===== config.mk =====
export PLATFORM = sky130hd
export DESIGN_NAME = dmem_bus_arbiter
export DESIGN_NICKNAME = d
export VERILOG_FILES = /design/src/rtl/dmem_bus_arbiter.sv
export SDC_FILE = /design/constraint.sdc
export NUM_CORES = 1
export LEC_CHECK = 0
export ABC_CLOCK_PERIOD_IN_PS = 4400
export BUFFER_PORTS_ARGS = -buffer_cell sky130_fd_sc_hd__buf_2
export CORE_AREA = 4 4 114 116
export CTS_BUF_LIST = sky130_fd_sc_hd__clkbuf_4 sky130_fd_sc_hd__clkbuf_8
export DETAILED_ROUTE_END_ITERATION = 7
export DIE_AREA = 0 0 118 120
export SYNTH_ARGS = -nofsm -noshare
export SYNTH_HDL_FRONTEND = slang
export SYNTH_SLANG_ARGS = --single-unit

===== constraint.sdc =====
create_clock -name clk -period 4.4 [get_ports clk]
set_input_delay 0.44 -clock clk [delete_from_list [all_inputs] [get_ports clk]]
set_output_delay 0.44 -clock clk [all_outputs]
set_load 0.02 [all_outputs]

===== src/rtl/dmem_bus_arbiter.sv =====
// DataMemory port arbiter between the MEM stage and a DMA requester.
// CPU owns the port by default; a starvation counter forces a DMA slot.
module dmem_bus_arbiter #(
    parameter int DATA_W     = 32,
    parameter int ADDR_W     = 32,
    parameter int STARVE_MAX = 7
) (
    input  logic              clk,
    input  logic              reset,
    input  logic              cpu_rd,
    input  logic              cpu_wr,
    input  logic [ADDR_W-1:0] cpu_addr,
    input  logic [DATA_W-1:0] cpu_wdata,
    output logic [DATA_W-1:0] cpu_rdata,
    output logic              cpu_stall,
    input  logic              dma_req,
    input  logic              dma_we,
    input  logic [ADDR_W-1:0] dma_addr,
    input  logic [DATA_W-1:0] dma_wdata,
    output logic              dma_ack,
    output logic              dma_err,
    output logic [DATA_W-1:0] dma_rdata,
    output logic              mem_rd,
    output logic              mem_wr,
    output logic [ADDR_W-1:0] mem_addr,
    output logic [DATA_W-1:0] mem_wdata,
    input  logic [DATA_W-1:0] mem_rdata
);

    typedef enum logic {IDLE, ACK} state_t;

    localparam logic [7:0] STARVE_LIM = 8'(STARVE_MAX);

    state_t     state;
    state_t     state_nxt;
    logic [7:0] starve_cnt;

    logic cpu_mem;
    logic dma_bad;
    logic dma_elig;
    logic err_grant;
    logic opp_grant;
    logic forced_grant;
    logic grant;
    logic dma_drive;

    // Peripheral accesses (bit 30) never touch the data memory port
    assign cpu_mem      = (cpu_rd | cpu_wr) & ~cpu_addr[30];
    assign dma_bad      = dma_addr[30];
    assign dma_elig     = dma_req & (state == IDLE);
    assign err_grant    = dma_elig & dma_bad;
    assign opp_grant    = dma_elig & ~dma_bad & ~cpu_mem;
    assign forced_grant = dma_elig & ~dma_bad & cpu_mem
                        & (starve_cnt == STARVE_LIM);
    assign grant        = err_grant | opp_grant | forced_grant;
    assign dma_drive    = opp_grant | forced_grant;

    assign cpu_rdata = mem_rdata;
    assign dma_ack   = (state == ACK);

    always_ff @(posedge clk) begin
        if (reset) begin
            state <= IDLE;
        end else begin
            state <= state_nxt;
        end
    end

    always_comb begin
        state_nxt = state;
        unique case (state)
            IDLE:    if (grant) state_nxt = ACK;
            ACK:     state_nxt = IDLE;
            default: state_nxt = IDLE;
        endcase
    end

    always_comb begin
        mem_rd    = cpu_rd & ~cpu_addr[30];
        mem_wr    = cpu_wr & ~cpu_addr[30];
        mem_addr  = cpu_addr;
        mem_wdata = cpu_wdata;
        cpu_stall = forced_grant;
        if (dma_drive) begin
            mem_rd    = ~dma_we;
            mem_wr    = dma_we;
            mem_addr  = dma_addr;
            mem_wdata = dma_wdata;
        end
        if (reset) begin
            mem_rd    = 1'b0;
            mem_wr    = 1'b0;
            cpu_stall = 1'b0;
        end
    end

    always_ff @(posedge clk) begin
        if (reset) begin
            dma_err   <= 1'b0;
            dma_rdata <= '0;
        end else if (grant) begin
            dma_err   <= dma_bad;
            dma_rdata <= (dma_drive & ~dma_we) ? mem_rdata : '0;
        end else begin
            dma_err   <= 1'b0;
        end
    end

    // Counts denied cycles; the grant at STARVE_MAX stalls the CPU once
    always_ff @(posedge clk) begin
        if (reset || grant || state == ACK || !dma_req) begin
            starve_cnt <= '0;
        end else if (dma_elig && cpu_mem && starve_cnt != STARVE_LIM) begin
            starve_cnt <= starve_cnt + 8'd1;
        end
    end

endmodule


==> results of run 1 <==
-- layout make-up --
cell class	count	area (µm²)	area share, %
sequential	42	841	20.1
tap	147	184	4.41
timing repair buffer	300	1510	36.1
multi-input combinational	147	1520	36.5
clock buffer	5	68.8	1.65
clock inverter	3	40.0	0.960
inverter	2	7.51	0.180
antenna	1	2.50	0.0600
-- worst min-delay path by stage --
stage / cells past startpoint / start / end / slack, ps
2_1_floorplan: 1 / starve_cnt[0] / starve_cnt[0] / 440
3_3_place_gp: 1 / dma_rdata[31] / dma_rdata[31] / 450
3_5_place_dp: 1 / dma_rdata[1] / dma_rdata[1] / 450
4_1_cts: 2 / mem_rdata[8] / dma_rdata[8] / 360
5_1_grt: 2 / mem_rdata[8] / dma_rdata[8] / 370
6_report: 2 / mem_rdata[8] / dma_rdata[8] / 380
-- worst reg2reg max path, cell delays in order (launching register included) --
cell	delay, ps
dfxtp_1	360
ha_1	190
nand4bb_1	190
o21a_1	290
o2bb2ai_2	270
buf_4	290
a22o_1	190
-- sequential cells by signal, indices dropped and copies added, names as in the netlist --
register,flops
starve_cnt,8
dma_err,1
dma_ack,1
dma_rdata,32
-- through the flow --
step                      hold slack (ps)  power (mW)  utilization, %  worst slack, ps  cell area, µm²
after global routing                  366        1.10            35.0             1190            4170
final                                 378        1.06            35.0             1300            4170
after global placement                452       0.766            34.1             1670            4060
after detailed placement              450       0.769            34.1             1620            4060
after floorplan                       439       0.629               -             2200            2720
after CTS                             357        1.07            35.0             1310            4170
-- synthesized netlist by cell type, drive strengths merged --
library cell,n,area share [%]
a22o,32,10
a31o,1,0.32
a31oi,1,0.23
and2,1,0.23
and3,1,0.23
buf,45,13
clkbuf,1,0.14
dfxtp,42,31
ha,1,0.46
inv,2,0.28
mux2,63,33
nand2,5,0.69
nand2b,2,0.46
nand3,2,0.37
nand4,1,0.23
nand4bb,1,0.41
nor2,12,1.7
nor2b,2,0.46
nor3,3,0.55
nor3b,1,0.69
nor4,1,0.23
nor4b,1,0.32
o21a,2,0.55
o21ai,2,0.51
o21ba,1,0.37
o21bai,1,0.28
o2bb2ai,1,0.32
o311ai,1,0.32
or2,1,0.23
or3,1,0.41
xnor2,4,1.3
xor2,2,0.64
-- per-layer routing --
layer	up-vias	track usage, %
li1	1351	-
met1	1258	16.8
met2	160	25.1
met3	19	5.37
met4	10	3.44
met5	-	0
-- cell families (layout without fill, tap and decap cells) --
| family | after synthesis | in the layout | synth area share (%) |
|---|---|---|---|
| mux | 63 | 63 | 32.7 |
| buf+inv | 48 | 310 | 13.7 |
| compound gates | 42 | 42 | 13.2 |
| flops | 42 | 42 | 30.9 |
| simple gates | 35 | 35 | 7.17 |
| xor+xnor | 6 | 6 | 1.93 |
| fa+ha+maj | 1 | 1 | 0.459 |
| other cells | 0 | 1 | 0 |
-- power groups by stage --
stage	logic (mW)	clock network, mW	registers, mW
finish	0.368	0.299	0.391
CTS	0.371	0.312	0.391
detailed placement	0.369	0	0.400
floorplan	0.221	0	0.408
global placement	0.366	0	0.400
global route	0.389	0.323	0.392
==> metrics.md, run 1 <==
| Metric | Value |
|---|---|
| Status | `completed` |
| Vias/cell | `4.32` |
| Slew @ Worst Pin | `1100 ps` |
| Unrepaired setup endpoints after global routing | `false` |
| CP top delay family | `simple AND/OR/NAND/NOR gates` |
| Tmin final | `3100 ps` |
| Worst slew margin | `26.4%` |
| Switching fraction of total power | `31.4%` |
| Die area | `0.0142 mm²` |
| DRT iter0 DRCs | `129` |
| R2R Setup Slk | `2510 ps` |
| CP bufs+invs | `1` |
| Post-Syn Area | `0.00272 mm²` |
| Critical path origin | `starve_cnt[0]` |
| Max frequency | `0.322 GHz` |
| Commonest non-fill, non-tap cells in the layout | `buf_2 (298), mux2_4 (48), dfxtp_1 (42)` |
| CP cell instances | `ha_1, nand4bb_1, o21ai_2, nand2_4, mux2_4, buf_2` |
| Startpoint types | `flop` |
| Row count | `40` |
| Initial antenna violation count | `5` |
| Sequential share of power | `36.9%` |
| First-pass GRT wire length | `16,200 µm` |
| Post-synthesis instance total | `237` |
| Layout Skew | `5.22 ps` |
| Sequential-to-total area share from yosys stat | `30.9%` |
| Switch Pwr | `0.333 mW` |
| Hold Vio Cnt, Final | `0` |
| CP peak stage delay | `570 ps` |
| Worst Path Max Fanout | `65` |
| Worst Hold Class | `input port to flop` |
| Max Slew Vio Count | `0` |
| Die height | `120 µm` |
| Worst EP arrival | `2660 ps` |
| Vias in the first global route | `2,793` |
| Layout cells sized above 1 | `76.0%` |
| FF-to-FF End | `dma_rdata[26]` |
| Tcrit/Tclk final | `70.5%` |
| Syn_nets | `404` |
| Pwr dens | `254 mW/mm²` |
| CTS max path bufs | `2` |
| Post_cts resized | `0` |
| Drt pass-1 iters | `4` |
| Total track usage | `14.4%` |
| Top Layer Used | `met5` |
| Post-DP HPWL | `9470 µm` |
| Post-synthesis area per instance | `11.5 µm²` |
| Max Cap Violations | `0` |
| TritonCTS Buffers | `5` |
| Setup total negative slack | `0 ps` |
| Layout net count | `665` |
| Fin cells | `647` |
| Placed Cells | `638` |
| CTS tree | `yes` |
| Slowest-stage cell, CP | `nand2_4` |
| CTS H-tree depth | `2` |
| Drt drc | `0` |
| Unique masters post-synth | `36` |
| Clock sink total | `42` |
| Most common cell after layout, fill and taps aside | `buf_2` |
| Detailed-route wire length | `11,200 µm` |
| Gate power share | `34.8%` |
| # setup viols final | `0` |
| Routability cong. | `0.873` |
| Routed length on met3 | `1070 µm` |
| Crit end category | `primary output` |
| Met2 wire len | `5460 µm` |
| Clock latency at the later pin of the worst-skew pair | `290 ps` |
| Post-DRT Antenna Nets | `0` |
| Instance count on the critical path | `6` |
| Max IR drop VDD | `0.000117 V` |
| CP Class | `flop to primary output` |
| Initial Util | `22.9%` |
| Warnings, synthesis | `0` |
| Pint | `0.726 mW` |
| Critical path required time | `3960 ps` |
| Worst R2R Start | `starve_cnt[0]` |
| Met1 WL | `4430 µm` |
| Worst r2r path cells | `6` |
| Clock power share | `28.3%` |
| Die W | `118 µm` |
| Number of synthesized register bits | `42` |
| Port Buf Inserts | `298` |
| LEAKAGE | `2.35 nW` |
| CTS Root Cell | `clkbuf_8` |
| Ports | `299` |
| Core Area | `0.0119 mm²` |
| CP endpoint | `mem_addr[22]` |
| Filler Cells Inserted | `1,226` |
| Area delta synth->final | `53.3%` |
| GRT overflow | `0` |
| Vias | `2,798` |
| Largest net degree at the start of global routing | `66` |
| Clock-pin slew on the worst setup and hold paths | `80 ps` |
| Post-CTS Setup Bufs | `0` |
| Routed len/inst | `17.3 µm` |
| # hold bufs at CTS | `0` |
Note: power is estimated with default switching activity, not from simulation.
==> run 2: changes to the inputs <==
==> config.mk (replaced) <==
export PLATFORM = sky130hd
export DESIGN_NAME = dmem_bus_arbiter
export DESIGN_NICKNAME = d
export VERILOG_FILES = /design/src/rtl/dmem_bus_arbiter.sv
export SDC_FILE = /design/constraint.sdc
export NUM_CORES = 1
export LEC_CHECK = 0
export ABC_CLOCK_PERIOD_IN_PS = 2700
export BUFFER_PORTS_ARGS = -buffer_cell sky130_fd_sc_hd__buf_2
export CORE_AREA = 4 4 112 114
export CTS_BUF_LIST = sky130_fd_sc_hd__clkbuf_4 sky130_fd_sc_hd__clkbuf_8
export DETAILED_ROUTE_END_ITERATION = 7
export DIE_AREA = 0 0 116 118
export SYNTH_ARGS = -nofsm -noshare
export SYNTH_HDL_FRONTEND = slang
export SYNTH_SLANG_ARGS = --single-unit
==> constraint.sdc (replaced) <==
create_clock -name clk -period 2.7 [get_ports clk]
set_input_delay 0.27 -clock clk [delete_from_list [all_inputs] [get_ports clk]]
set_output_delay 0.27 -clock clk [all_outputs]
set_load 0.02 [all_outputs]
==> run 2 against run 1 <==
Sequential power grew 63%. Combinational power rose by 65%. Clock skew barely moved. Sequential share of layout area fell by 0.22 points. Design area increased by 1.1%. Sequential cell count unchanged. Via count up 1.5%. Power is 65% higher. Critical path depth unchanged. Non-clock buffer count up 3.
==> metrics.md, run 2 (same netlist as run 1, synthesis figures left out) <==
| Metric | Value |
|---|---|
| Status | `completed` |
| Routability cong. | `0.925` |
| DRT iter0 DRCs | `168` |
| # setup viols final | `0` |
| TritonCTS Buffers | `5` |
| Row count | `39` |
| Switching fraction of total power | `30.6%` |
| Vias/cell | `4.40` |
| Initial Util | `23.8%` |
| Design area | `0.00422 mm²` |
| Gate power share | `34.8%` |
| Vias in the first global route | `2,821` |
| Routed len/inst | `17.5 µm` |
| Pwr dens | `413 mW/mm²` |
| CTS H-tree depth | `2` |
| Drt pass-1 iters | `4` |
| CTS Root Cell | `clkbuf_8` |
| Max IR drop VDD | `0.000216 V` |
| CTS max path bufs | `2` |
| Ports | `299` |
| Max Cap Violations | `0` |
| Die area | `0.0137 mm²` |
| Pint | `1.21 mW` |
| CTS tree | `yes` |
| Post-Route Utilization | `36.9%` |
| Area delta synth->final | `55.0%` |
| Worst Hold Class | `input port to flop` |
| Top reg by flops | `dma_rdata` |
| # hold bufs at CTS | `0` |
| Total track usage | `14.6%` |
| Critical path required time | `2430 ps` |
| Commonest non-fill, non-tap cells in the layout | `buf_2 (298), mux2_4 (48), dfxtp_1 (42)` |
| Die W | `116 µm` |
| Detailed-route wire length | `11,300 µm` |
| Post-Place Cell Area | `0.00410 mm²` |
| Sequential share of power | `36.6%` |
| First-pass GRT wire length | `15,800 µm` |
| Vias | `2,841` |
| Biggest registers after layout | `dma_rdata x32, starve_cnt x8` |
| Clock sink total | `42` |
| Layout Skew | `5.40 ps` |
| LEAKAGE | `2.38 nW` |
| Unrepaired setup endpoints after global routing | `false` |
| Crit end category | `primary output` |
| Clock-pin slew on the worst setup and hold paths | `80 ps` |
| Worst slew margin | `70.0%` |
| Worst EP arrival | `2250 ps` |
| Largest net degree at the start of global routing | `33` |
| Initial antenna violation count | `2` |
| Die height | `118 µm` |
| Max Slew Vio Count | `0` |
| Post-CTS Setup Bufs | `0` |
| Most common cell after layout, fill and taps aside | `buf_2` |
| Switch Pwr | `0.533 mW` |
| Hold Vio Cnt, Final | `0` |
| Max reg flops | `32` |
| Worst Path Max Fanout | `17` |
| Port Buf Inserts | `298` |
| Tcrit/Tclk final | `93.4%` |
| Drt drc | `0` |
| CP Class | `flop to primary output` |
| GRT overflow | `0` |
| Clock latency at the later pin of the worst-skew pair | `280 ps` |
| Post-DP HPWL | `9580 µm` |
| Tmin final | `2520 ps` |
| Startpoint types | `flop` |
| Slew @ Worst Pin | `449 ps` |
| Setup total negative slack | `0 ps` |
| Core Area | `0.0114 mm²` |
| Clock power share | `28.6%` |
| Post-DRT Antenna Nets | `0` |
| Post_cts resized | `0` |
| Layout net count | `668` |
| Layout cells sized above 1 | `76.0%` |
| Max frequency | `0.397 GHz` |
==> run 2: cell types whose count changed in the layout (fill, tap and decap cells not counted), sizes merged <==
cell | before | now
clkbuf | 5 | 6
clkinv | 2 | 0
buf | 300 | 303
==> run 2: critical path, cell delays in order, from the launching register on <==
cell and delay (ps):
dfxtp_1 350, or3_4 410, o21ai_2 230, nand2_4 230, buf_4 270, mux2_4 310, buf_2 160
==> run 2: power by group through the flow <==
| stage | clock [mW] | sequential [mW] | combinational (mW) |
|---|---|---|---|
| after floorplan | 0 | 0.666 | 0.360 |
| after global placement | 0 | 0.651 | 0.607 |
| after detailed placement | 0 | 0.651 | 0.607 |
| after CTS | 0.521 | 0.637 | 0.611 |
| after global routing | 0.544 | 0.639 | 0.638 |
| final | 0.498 | 0.637 | 0.607 |
==> run 2: layout make-up <==
cell class                      instances  area, µm²
Antenna cell                            1       2.50
Clock buffer                            6       82.6
Clock inverter                          1       30.0
Fill cell                            1154       7200
Inverter                                2       7.51
Multi-Input combinational cell        147       1520
Sequential cell                        42        841
Tap cell                              143        179
Timing Repair Buffer                  303       1550
==> run 2: per-stage QoR <==
stage                     total power [mW]  hold slack, ps  worst slack, ps  std cells
after floorplan                       1.03             392              671        237
after global placement                1.26             452              537        637
after detailed placement              1.26             450              487        637
after CTS                             1.77             190              164        644
after global routing                  1.82             198             53.3        644
final                                 1.74             209              179        645
==> run 2: worst paths after layout <==
path	endpoint	depth (start not counted)	slack, ps	start
worst max-delay path	mem_wdata[16]	6	180	starve_cnt[4]
worst min-delay path	dma_rdata[4]	2	210	mem_rdata[4]
worst max register to register	dma_rdata[27]	6	840	starve_cnt[0]
worst min register to register	dma_rdata[9]	1	470	dma_rdata[9]
==> run 2: per-layer routing <==
layer,part of all wire (%),global-route usage (%),vias up
met1,38,16.9,1312
li1,-,-,1353
met5,0.20,0,-
met2,51,26.5,160
met3,10,3.80,12
met4,0.99,3.05,4
==> run 3: changes to the inputs <==
--- a/config.mk
+++ b/config.mk
@@ -7,10 +7,10 @@
 export LEC_CHECK = 0
 export ABC_CLOCK_PERIOD_IN_PS = 2700
 export BUFFER_PORTS_ARGS = -buffer_cell sky130_fd_sc_hd__buf_2
-export CORE_AREA = 4 4 112 114
+export CORE_AREA = 2 2 117 119
 export CTS_BUF_LIST = sky130_fd_sc_hd__clkbuf_4 sky130_fd_sc_hd__clkbuf_8
 export DETAILED_ROUTE_END_ITERATION = 7
-export DIE_AREA = 0 0 116 118
+export DIE_AREA = 0 0 119 121
 export SYNTH_ARGS = -nofsm -noshare
 export SYNTH_HDL_FRONTEND = slang
 export SYNTH_SLANG_ARGS = --single-unit
==> run 3 against run 2 <==
Combinational power is essentially flat. Design area is 0.53% lower. First-iteration DRC count up 20%. Worst hold slack better by 2.7 ps. Critical path depth rose by 1. Clock power decreased by 25%. Non-clock buffer count fell by 2. Power down 7.0%. Sequential share of layout area increased by 0.11 points. Highest routed layer unchanged.
==> metrics.md, run 3 (same netlist as run 1, synthesis figures left out) <==
| Metric | Value |
|---|---|
| Clock latency at the later pin of the worst-skew pair | `280 ps` |
| Initial antenna violation count | `2` |
| CP Class | `flop to primary output` |
| # hold bufs at CTS | `0` |
| CP top delay family | `buffers and inverters` |
| R2R Setup Slk | `850 ps` |
| Vias in the first global route | `2,755` |
| Vias | `2,820` |
| # setup viols final | `0` |
| Vias/cell | `4.18` |
| Port Buf Inserts | `298` |
| Initial Util | `20.8%` |
| CTS max path bufs | `2` |
| Most common cell after layout, fill and taps aside | `buf_2` |
| First-pass GRT wire length | `15,300 µm` |
| Worst EP arrival | `2220 ps` |
| Multi-input gate area | `0.00152 mm²` |
| Die height | `121 µm` |
| Post-Place Cell Area | `0.00412 mm²` |
| Worst Path Max Fanout | `58` |
| Slowest-stage cell, CP | `mux2_2` |
| DRT iter0 DRCs | `202` |
| Design area | `0.00420 mm²` |
| Unrepaired setup endpoints after global routing | `false` |
| Clock sink total | `42` |
| Status | `completed` |
| Hold Vio Cnt, Final | `0` |
| Worst Hold Class | `input port to flop` |
| Die area | `0.0144 mm²` |
| Critical path required time | `2430 ps` |
| Setup ws final | `209 ps` |
| Fin cells | `675` |
| CTS H-tree depth | `2` |
| Tcrit/Tclk final | `92.3%` |
| Layout net count | `666` |
| Max Cap Violations | `0` |
| LEAKAGE | `2.35 nW` |
| Routed len/inst | `16.2 µm` |
| Total track usage | `13.8%` |
| Crit end category | `primary output` |
| Layout cells sized above 1 | `76.0%` |
| Drt drc | `0` |
| Max frequency | `0.401 GHz` |
| Commonest non-fill, non-tap cells in the layout | `buf_2 (298), mux2_4 (48), dfxtp_1 (42)` |
| Slew @ Worst Pin | `414 ps` |
| Final hold slack | `212 ps` |
| CP bufs+invs | `2` |
| Setup total negative slack | `0 ps` |
| Routability cong. | `0.937` |
| CTS tree | `yes` |
| CP cell instances | `ha_1, nand4bb_1, o21ai_2, nand2_4, buf_12, mux2_2, buf_2` |
| Total power | `1.62 mW` |
| Top reg by flops | `dma_rdata` |
| Startpoint types | `flop` |
| Post-DP HPWL | `9430 µm` |
| N_diodes | `0` |
| CP peak stage delay | `390 ps` |
| Largest net degree at the start of global routing | `59` |
| Die W | `119 µm` |
| Pwr dens | `386 mW/mm²` |
| GRT overflow | `0` |
| Post_cts resized | `0` |
| Area delta synth->final | `54.1%` |
| Biggest registers after layout | `dma_rdata x32, starve_cnt x8` |
| Ports | `299` |
| Core Area | `0.0131 mm²` |
| Max reg flops | `32` |
| Layout Skew | `3.98 ps` |
| Detailed-route wire length | `10,900 µm` |
| Max Slew Vio Count | `0` |
| Tmin final | `2490 ps` |
| Drt pass-1 iters | `4` |
| Post-Route Utilization | `32.1%` |
| Post-DRT Antenna Nets | `0` |
| TritonCTS Buffers | `5` |
| Worst slew margin | `72.3%` |
| Placed Cells | `668` |
| Row count | `42` |
| Clock-pin slew on the worst setup and hold paths | `80 ps` |
| Post-CTS Setup Bufs | `0` |
| CTS Root Cell | `clkbuf_8` |
| Register area | `841 µm²` |
| Filler Cells Inserted | `1,355` |
| Setup WS pre-CTS | `511 ps` |
| Max IR drop VDD | `0.000197 V` |
## run 3: cell types whose count changed in the layout (fill, tap and decap cells not counted)
cell | before | now
clkbuf_8 | 6 | 5
clkinv_2 | 0 | 2
diode_2 | 1 | 0
bufinv_16 | 1 | 0
buf_12 | 2 | 1
buf_4 | 3 | 2
## run 3: report_power, final
group          switching, mW  total (mW)  internal, mW
Sequential           0.00659       0.638         0.631
Combinational          0.327       0.606         0.279
Clock                  0.201       0.375         0.174
## run 3: cell type report
class                   count  share of cell area (%)
inverters                   2                   0.179
repair buffers            301                    36.4
clock inverters             2                   0.239
well taps                 176                    5.25
flip-flops and latches     42                    20.0
multi-input cells         147                    36.3
clock buffers               5                    1.64
## run 3: path summary, 6_finish.rpt
check           startpoint             to  depth (start not counted)
min          mem_rdata[11]  dma_rdata[11]                          2
max          starve_cnt[0]   mem_wdata[6]                          7
min reg2reg  dma_rdata[17]  dma_rdata[17]                          1
max reg2reg  starve_cnt[4]  dma_rdata[20]                          5
## run 3: metal layers
metal / wire, µm / track usage (%) / vias to the layer above
met4: 45 / 2.46 / 2
met5: 19 / 0 / -
li1: - / - / 1352
met1: 4640 / 17.8 / 1277
met3: 1030 / 3.90 / 4
met2: 5170 / 23.4 / 185
